**src/rtl/elastic_config_loader_pkg.sv**
```systemverilog
// Shared widths, state type and helpers for the elastic config loader.
// Field widths mirror the PE array's config bus.
package elastic_config_loader_pkg;

  localparam int CONTEXT_SIZE = 4;
  localparam int CONTEXT_SIZE_BIT_LENGTH = 2;
  localparam int DATA_WIDTH = 16;
  localparam int INPUT_NUM_BIT_LENGTH = 3;
  localparam int NEIGHBOR_PE_NUM = 4;
  localparam int OPERATION_BIT_LENGTH = 5;
  localparam int CONFIG_LOADER_PE_NUM = 16;
  localparam int CONFIG_LOADER_PE_NUM_BIT_LENGTH =
    $clog2(CONFIG_LOADER_PE_NUM);

  typedef enum logic [1:0] {
    IDLE,
    LOAD,
    START,
    RUN
  } ElasticConfigLoaderState;

  function automatic int idx_bits(input int n);
    return (n > 1) ? $clog2(n) : 1;
  endfunction

endpackage

```
**src/rtl/elastic_config_index_counter.sv**
```systemverilog
// PE/context write pointer: context-major order, skips masked-off PEs,
// flags the final record of a load.
module elastic_config_index_counter
  import elastic_config_loader_pkg::*;
#(
  parameter int PE_NUM = 16,
  parameter int PW = 4,
  parameter int CW = 2
) (
  input  logic              clk,
  input  logic              reset_n,
  input  logic              clear,
  input  logic              step,
  input  logic [PE_NUM-1:0] mask_in,
  input  logic [CW-1:0]     max_id,
  output logic [PW-1:0]     pe,
  output logic [CW-1:0]     ctx,
  output logic              last,
  output logic              empty
);

  logic [PE_NUM-1:0] mask_q;
  logic [PW-1:0]     pe_q;
  logic [CW-1:0]     ctx_q;
  logic [PW-1:0]     nxt;
  logic              has_nxt;

  function automatic logic [PW-1:0] first_set(
    input logic [PE_NUM-1:0] m
  );
    logic [PW-1:0] r;
    r = '0;
    for (int i = PE_NUM - 1; i >= 0; i--)
      if (m[i]) r = PW'(i);
    return r;
  endfunction

  // Lowest enabled PE above the current one; none means row wrap.
  always_comb begin
    nxt = '0;
    has_nxt = 1'b0;
    for (int i = PE_NUM - 1; i >= 0; i--) begin
      if (mask_q[i] && (PW'(i) > pe_q)) begin
        nxt = PW'(i);
        has_nxt = 1'b1;
      end
    end
  end

  always_ff @(posedge clk) begin
    if (!reset_n) begin
      mask_q <= '0;
      pe_q <= '0;
      ctx_q <= '0;
    end else if (clear) begin
      mask_q <= mask_in;
      pe_q <= first_set(mask_in);
      ctx_q <= '0;
    end else if (step) begin
      if (has_nxt) begin
        pe_q <= nxt;
      end else begin
        pe_q <= first_set(mask_q);
        ctx_q <= ctx_q + 1'b1;
      end
    end
  end

  assign pe = pe_q;
  assign ctx = ctx_q;
  assign last = !has_nxt && (ctx_q == max_id);
  assign empty = (mask_q == '0);

endmodule

```
**src/rtl/elastic_config_loader.sv**
```systemverilog
// Streams config records into the PE array, then launches execution.
// Define ELASTIC_CONFIG_LOADER_PE_MASK_EN to add per-PE load skipping.
module elastic_config_loader
  import elastic_config_loader_pkg::*;
#(
  parameter int PE_NUM = 16,
  parameter int CONTEXT_SIZE =
    elastic_config_loader_pkg::CONTEXT_SIZE,
  parameter int DATA_WIDTH =
    elastic_config_loader_pkg::DATA_WIDTH,
  parameter int INPUT_NUM_BIT_LENGTH =
    elastic_config_loader_pkg::INPUT_NUM_BIT_LENGTH,
  parameter int NEIGHBOR_PE_NUM =
    elastic_config_loader_pkg::NEIGHBOR_PE_NUM,
  parameter int OPERATION_BIT_LENGTH =
    elastic_config_loader_pkg::OPERATION_BIT_LENGTH,
  localparam int CW = idx_bits(CONTEXT_SIZE),
  localparam int IW = INPUT_NUM_BIT_LENGTH,
  localparam int NW = NEIGHBOR_PE_NUM,
  localparam int OW = OPERATION_BIT_LENGTH,
  localparam int DW = DATA_WIDTH
) (
  input  logic              clk,
  input  logic              reset_n,
  input  logic              load_req,
  input  logic [CW-1:0]     context_max_id,
`ifdef ELASTIC_CONFIG_LOADER_PE_MASK_EN
  input  logic [PE_NUM-1:0] pe_enable_mask,
`endif
  input  logic              cfg_valid,
  output logic              cfg_ready,
  input  logic [IW-1:0]     cfg_input_PE_index_1,
  input  logic [IW-1:0]     cfg_input_PE_index_2,
  input  logic [NW-1:0]     cfg_output_PE_index,
  input  logic [OW-1:0]     cfg_op,
  input  logic [DW-1:0]     cfg_const_data,
  input  logic              halt,
  output logic [IW-1:0]     config_input_PE_index_1,
  output logic [IW-1:0]     config_input_PE_index_2,
  output logic [NW-1:0]     config_output_PE_index,
  output logic [OW-1:0]     config_op,
  output logic [DW-1:0]     config_const_data,
  output logic [CW-1:0]     config_index,
  output logic [PE_NUM-1:0] write_config_data,
  output logic [CW-1:0]     mapping_context_max_id,
  output logic              start_exec,
  output logic              busy,
  output logic              exec_active
);

  localparam int PW = idx_bits(PE_NUM);
  localparam logic [PE_NUM-1:0] ONE = 1;

  ElasticConfigLoaderState state_q, state_d;

  logic [CW-1:0]     max_q;
  logic [PE_NUM-1:0] mask;
  logic [PW-1:0]     pe;
  logic [CW-1:0]     ctx;
  logic              last;
  logic              empty;
  logic              start_load;
  logic              accept;

`ifdef ELASTIC_CONFIG_LOADER_PE_MASK_EN
  assign mask = pe_enable_mask;
`else
  assign mask = '1;
`endif

  assign start_load = (state_q == IDLE) && load_req;
  assign accept = cfg_valid && cfg_ready;

  elastic_config_index_counter #(
    .PE_NUM(PE_NUM),
    .PW(PW),
    .CW(CW)
  ) u_cnt (
    .clk(clk),
    .reset_n(reset_n),
    .clear(start_load),
    .step(accept),
    .mask_in(mask),
    .max_id(max_q),
    .pe(pe),
    .ctx(ctx),
    .last(last),
    .empty(empty)
  );

  always_comb begin
    state_d = state_q;
    unique case (state_q)
      IDLE: if (load_req) state_d = LOAD;
      LOAD: if (empty || (accept && last)) state_d = START;
      START: state_d = RUN;
      RUN: if (halt) state_d = IDLE;
      default: state_d = IDLE;
    endcase
  end

  always_ff @(posedge clk) begin
    if (!reset_n) begin
      state_q <= IDLE;
      max_q <= '0;
    end else begin
      state_q <= state_d;
      if (start_load) max_q <= context_max_id;
    end
  end

  // Broadcast fields are registered; the strobe marks the target PE.
  always_ff @(posedge clk) begin
    if (!reset_n) begin
      write_config_data <= '0;
      config_input_PE_index_1 <= '0;
      config_input_PE_index_2 <= '0;
      config_output_PE_index <= '0;
      config_op <= '0;
      config_const_data <= '0;
      config_index <= '0;
    end else begin
      write_config_data <= accept ? (ONE << pe) : '0;
      if (accept) begin
        config_input_PE_index_1 <= cfg_input_PE_index_1;
        config_input_PE_index_2 <= cfg_input_PE_index_2;
        config_output_PE_index <= cfg_output_PE_index;
        config_op <= cfg_op;
        config_const_data <= cfg_const_data;
        config_index <= ctx;
      end
    end
  end

  assign cfg_ready = (state_q == LOAD) && !empty;
  assign mapping_context_max_id = max_q;
  assign start_exec = (state_q == START);
  assign busy = (state_q == LOAD) || (state_q == START);
  assign exec_active = (state_q == RUN);

endmodule

```
**config.mk**
```make
export PLATFORM = sky130hd
export DESIGN_NAME = elastic_config_loader
export DESIGN_NICKNAME = d
export VERILOG_FILES = /design/src/rtl/elastic_config_loader_pkg.sv /design/src/rtl/elastic_config_index_counter.sv /design/src/rtl/elastic_config_loader.sv
export SDC_FILE = /design/constraint.sdc
export NUM_CORES = 1
export LEC_CHECK = 0
export BUFFER_PORTS_ARGS = -buffer_cell sky130_fd_sc_hd__buf_2
export CORE_MARGIN = 8
export CORE_UTILIZATION = 47
export CTS_CLUSTER_SIZE = 30
export DETAILED_ROUTE_END_ITERATION = 8
export PLACE_DENSITY = 0.9
export SLEW_MARGIN = 10
export SYNTH_ARGS = -nofsm -noshare
export SYNTH_HDL_FRONTEND = slang
export SYNTH_SLANG_ARGS = --single-unit
```
**constraint.sdc**
```tcl
create_clock -name clk -period 2.3 [get_ports clk]
set_clock_uncertainty 0.2 [all_clocks]
set_input_delay 0.115 -clock clk [delete_from_list [all_inputs] [get_ports clk]]
set_output_delay 0.115 -clock clk [all_outputs]
set_load 0.02 [all_outputs]
```
; After elaboration in Yosys (flattened, before gate mapping)
; Cells that the tools add are included.
[op_classes]
n_addsub = 1
magnitude_cmp = 16
eq_ne = 7
n_shift = 1
muxes = 53
bitwise = 2
n_reduce_logical = 31
[ops]
columns = op, n
row1 = $mux 4, 33
row2 = $gt 4x4->1 const A, 8
row3 = $logic_and 1x1->1, 21
row4 = $gt 3x4->1 const A, 4
row5 = $logic_not 16->1, 1
row6 = $mux 1, 16
row7 = $shl 1x4->16 const A, 1
row8 = $gt 1x4->1 const A, 2
row9 = $gt 2x4->1 const A, 2
row10 = $pmux 2 s4, 1
row11 = $mux 2, 3
row12 = $ne 2x2->1 const B, 3
row13 = $eq 2x2->1 const B, 2
row14 = $reduce_and 2->1, 2
row15 = $reduce_and 3->1, 1
row16 = $add 2x1->2 const B, 1
row17 = $eq 2x1->1 const B, 1
row18 = $eq 2x2->1, 1
row19 = $logic_not 1->1, 2
row20 = $logic_not 2->1, 1
row21 = $logic_or 1x1->1, 2
row22 = $not 1->1, 2
row23 = $reduce_or 2->1, 1
[word_totals]
reg_bits = 60
out_inout_bits = 55
word_cells = 123

; Logic depth before layout (Yosys ltp)
[logic_depth]
ltp_word = 24
depth_mapped = 7

; Cells and area by module
; Synthesis repeated with hierarchy kept, for this count alone.
[unflattened]
hier_cells = 445
hier_area_um2 = 3707.3
[by_module_without_submodules]
columns = module, n_inst, cells_per_inst, area_each_um2
row1 = elastic_config_loader, 1, 216, 1940.6
row2 = elastic_config_index_counter, 1, 229, 1766.7

; Worst setup path after synthesis
; Ideal clock, no wire load.
[synth_timing]
path_kind = register to register
startpoint = register state_q[1]
endpoint = register state_q[0]
setup_ns = 0.120
arrival_time_ns = 1.442
slack_ns = 0.537
stages_incl_launch_ff = 7
synth_period_minus_slack_ns = 1.763
path_cell_list = dfxtp_1 -> inv_1 -> ha_1 -> nand4_4 -> o41a_1 -> nor4_2 -> nor3_2
[synth_via]
elab_chain_len = 7
elab_cells_between_ends = 13
[synth_rtl]
columns = element, line
row1 = from (decl), elastic_config_loader.sv:54  ; ElasticConfigLoaderState state_q, state_d;
row2 = from (signal assigned), elastic_config_loader.sv:107  ; state_q <= state_d;
row3 = $eq 2x1->1, "elastic_config_loader.sv:93, elastic_config_loader.sv:135"
row4 = $logic_and 1x1->1, elastic_config_loader.sv:135  ; assign cfg_ready = (state_q == LOAD) && !empty;
row5 = $logic_and 1x1->1, elastic_config_loader.sv:72  ; assign accept = cfg_valid && cfg_ready;
row6 = $logic_and 1x1->1, elastic_config_loader.sv:95  ; LOAD: if (empty || (accept && last)) state_d = START;
row7 = $logic_or 1x1->1, elastic_config_loader.sv:95
row8 = $ne 2x2->1 (no line), n/a
row9 = $reduce_and 3->1 (no line), n/a
; Parallel ways exist; a longest one is shown, timed or not.
; A chain may end at the register's enable or synchronous reset.

; Final worst setup path
; Same ends and word-level chain as after synthesis.

==> results.toml <==
[power]
peakVddDrop_mv = 0.647
power.static_leakage_uw = 0.00146
pwr_density_nw_per_um2 = 824
report.power.total_uw = 2700

[timing]
setup_tns_ns = 0
setup_repair_after_global_routing_missed_its_margin = "false"
slew_headroom_pct = 58.6
setup_viol = 0
maxClockFrequency_mhz = 516
slew_viol_final = 0
actual_slew_at_the_worst_max_slew_pin_ns = 0.620
timing.final.crit_period_ns = 1.94
final-hold-violation-count = 0
final.period_utilization_pct = 84.3

[critical_path]
crit_buf_inv = 1
largest_fanout_of_any_net_on_the_critical_path = 7
slowest_delay_ns = 0.49
worst_setup_sp_type = "register"
worstSetupEndpointType = "register"
reg2reg_setup_slack_ns = 0.36
crit_arrival_ns = 1.92
critical_path_depth = 6
cell_by_cell_trace_of_the_critical_path = "inv_1 -> ha_1 -> nand4_4 -> o41a_1 -> nor4_2 -> nor3_2"
critical_path.top_delay_family = "compound AO/OA/AOI/OAI gates"
worstSetupPathType = "reg2reg"
worst_r2r_path_depth = 6
worstSetupStartpoint = "state_q[1]$_SDFFE_PN0P_"
reg2reg_to = "state_q[0]$_SDFFE_PN0P_"
crit_path_end = "state_q[0]$_SDFFE_PN0P_"
worst_ep_required_time_ns = 2.29
crit_slowest_cell = "o41a_1"
r2r-start = "state_q[1]$_SDFFE_PN0P_"

[global_route]
groute.layer.met3.usage_pct = 8.29
aggregate_global_routing_overflow = 0
wire_length_of_the_first_global_routing_pass_mm = 10.6
globalRouteMet2Util_pct = 31.9
grt_antenna_before_repair = 0
grt.busiest_layer = "met2"
grt_pass1_vias = 2310
grt_util_all_layers_pct = 18.4
largest_net_degree_at_the_start_of_global_routing = 23
grt.met1_usage_pct = 17.9

[routing]
num_vias = 2199
dr.first_iter.drc_count = 103
post_drt_wl_per_cell_um = 14.0
postRouteAntennaNets = 0
vias_per_cell = 4.93
drt_pre_antenna_iters = 4
wl_mm = 6.24
route.detailed.drc = 0

[final_layout]
layout-drive-gt1-share_pct = 31.2
layout-area-overhead-vs-synth_pct = 49.1
seqCellArea_um2 = 1200
final_nets = 430
finish.cell_count_without_fillers = 446
nFillCells = 357
layout_common_cells = "buf_2, nand2_1, dfxtp_1, a21oi_1, dlygate4sd3_1"
layout_commonest_cell = "buf_2"
area_used_by_multi_input_combinational_logic_um2 = 905

[cts]
clock_insertion_delay_worst_skew_ns = 0.32
cts_max_level = 3
clockRootBuffer = "clkbuf_8"
tritoncts = "done"
clock_transition_at_the_register_clock_pins_on_the_worst_setup_and_hold_paths_after_cts_ns = 0.06
postCtsSetupBuffers = 0
cts.sink_count = 60
cts_buffer_depth = 2
cts_made_buffers = 9

[outcome]
run_status = "finished clean"

[logic_synthesis]
avgSynthCellArea_um2 = 8.65
syn_inst = 254
seq_cells_post_synth = 60
synth_seq_area_share_pct = 54.6
yosysUniqueCellTypes = 30
postSynthNetCount = 297
mappedNetlistArea_um2 = 2200
yosysWarnings = 0

[floorplanning]
fp.dieW_um = 84.4
io-pin-count = 93
rows = 25
core-area_um2 = 4630
die-area_um2 = 7120
floorplan.die.height_um = 84.4
start_util_pct = 47.5

[job]
drv_cap = 0

[hold_path]
worstHoldPathType = "in2reg"
hold_start = "halt"

[place]
post-place-cells = 393
buffer_ports.inserted = 92
hpwlAfterDp_mm = 4.10
routabilityCongestion = 0.868
[through the flow]
step	hold slack, ns	setup WS [ns]	cell area (um2)	util, %
after floorplan	0.0487	0.537	2200	-
after global placement	0.156	0.459	2700	58.4
after detailed placement	0.161	0.377	2700	58.4
after CTS	0.0419	0.371	3270	70.7
after global routing	0.0621	0.242	3270	70.7
final	0.0641	0.362	3280	70.8
[area by class of cell]
class	count	area share [%]
repair buffers	135	26.7
well taps	54	2.06
diodes	1	0.0764
inverters	6	0.687
flip-flops and latches	60	36.7
multi-input cells	175	27.6
clock buffers	14	5.27
clock inverters	1	0.916
[report_power, final]
group	switching (uW)	leakage [uW]	total, uW	internal [uW]
sequential	48.2	0.000485	1150	1100
clock	370	0.000103	954	585
combinational	353	0.000877	598	245
total	771	0.00146	2700	1930
[cell usage after synthesis]
cell      instances  area [um2]
nor3_1            4        20.0
nor3_2            2        20.0
nand2b_1          2        12.5
dfxtp_1          60        1200
xnor2_1           3        26.3
nand3_2           1        10.0
a21oi_1          40         200
buf_6             2        22.5
xor2_1            3        26.3
o22ai_1           1        6.26
o41ai_2           1        16.3
nor2_1           19        71.3
ha_1              5        62.6
o21ai_1           1        5.00
nand4_4           1        21.3
o41a_1            1        11.3
and3_1            1        6.26
buf_2             5        25.0
nand3_1           6        30.0
and2_1            1        6.26
or3_1             1        6.26
clkbuf_1          6        22.5
nor4_2            1        12.5
or4_4             1        11.3
and2_2            2        15.0
o22a_1            1        8.76
o21ai_0           2        10.0
or3_2             2        15.0
nand2_1          73         274
inv_1             6        22.5
[metal layers]
layer  share of wire (%)  routed length [um]  up-vias
met2                  50                3150       91
li1                    -                   -     1093
met4                 2.2                 136        0
met1                  38                2360      996
met3                 9.6                 600       19
met5                   0                   0        -
[sequential cells by signal, summed over array words and instances (netlist names)]
signal	count
config_input_PE_index_1	3
config_input_PE_index_2	3
config_output_PE_index	4
config_index	2
config_op	5
state_q	2
u_cnt.ctx	2
u_cnt.mask_q	1
u_cnt.pe	4
mapping_context_max_id	2
config_const_data	16
write_config_data	16
[kinds of logic (layout without fill, tap and decap cells)]
group / count (synthesis) / count (layout) / share of synthesized area, %
AND/OR/NAND/NOR: 117 / 117 / 24.2
flip-flops: 60 / 60 / 54.6
AO/OA/AOI/OAI: 47 / 47 / 11.7
buffers and inverters: 19 / 156 / 4.21
XOR/XNOR: 6 / 6 / 2.39
adder cells (fa/ha/maj): 5 / 5 / 2.85
other: 0 / 1 / 0
[what timing repair did]
item	CTS	global route
gates resized for setup	0	0
endpoints found under the setup margin	0	0
hold buffers	37	0
hold endpoints to repair	42	0
[worst min-delay path by stage]
stage	depth (start not counted)	slack [ns]	end
3_5_place_dp	3	0.16	config_input_PE_index_1[2]$_SDFFE_PN0P_
3_3_place_gp	3	0.16	config_op[0]$_SDFFE_PN0P_
4_1_cts	4	0.04	state_q[1]$_SDFFE_PN0P_
6_report	4	0.06	state_q[1]$_SDFFE_PN0P_
5_1_grt	4	0.06	state_q[1]$_SDFFE_PN0P_
2_1_floorplan	2	0.05	config_const_data[10]$_SDFFE_PN0P_
[worst reg2reg max path, stage by stage, from the launching register on]
cell and delay [ns]:
dfxtp_1 0.34, inv_1 0.11, ha_1 0.26, nand4_4 0.17, o41a_1 0.49, nor4_2 0.19
nor3_2 0.06
(Power assumes the default switching activity.)
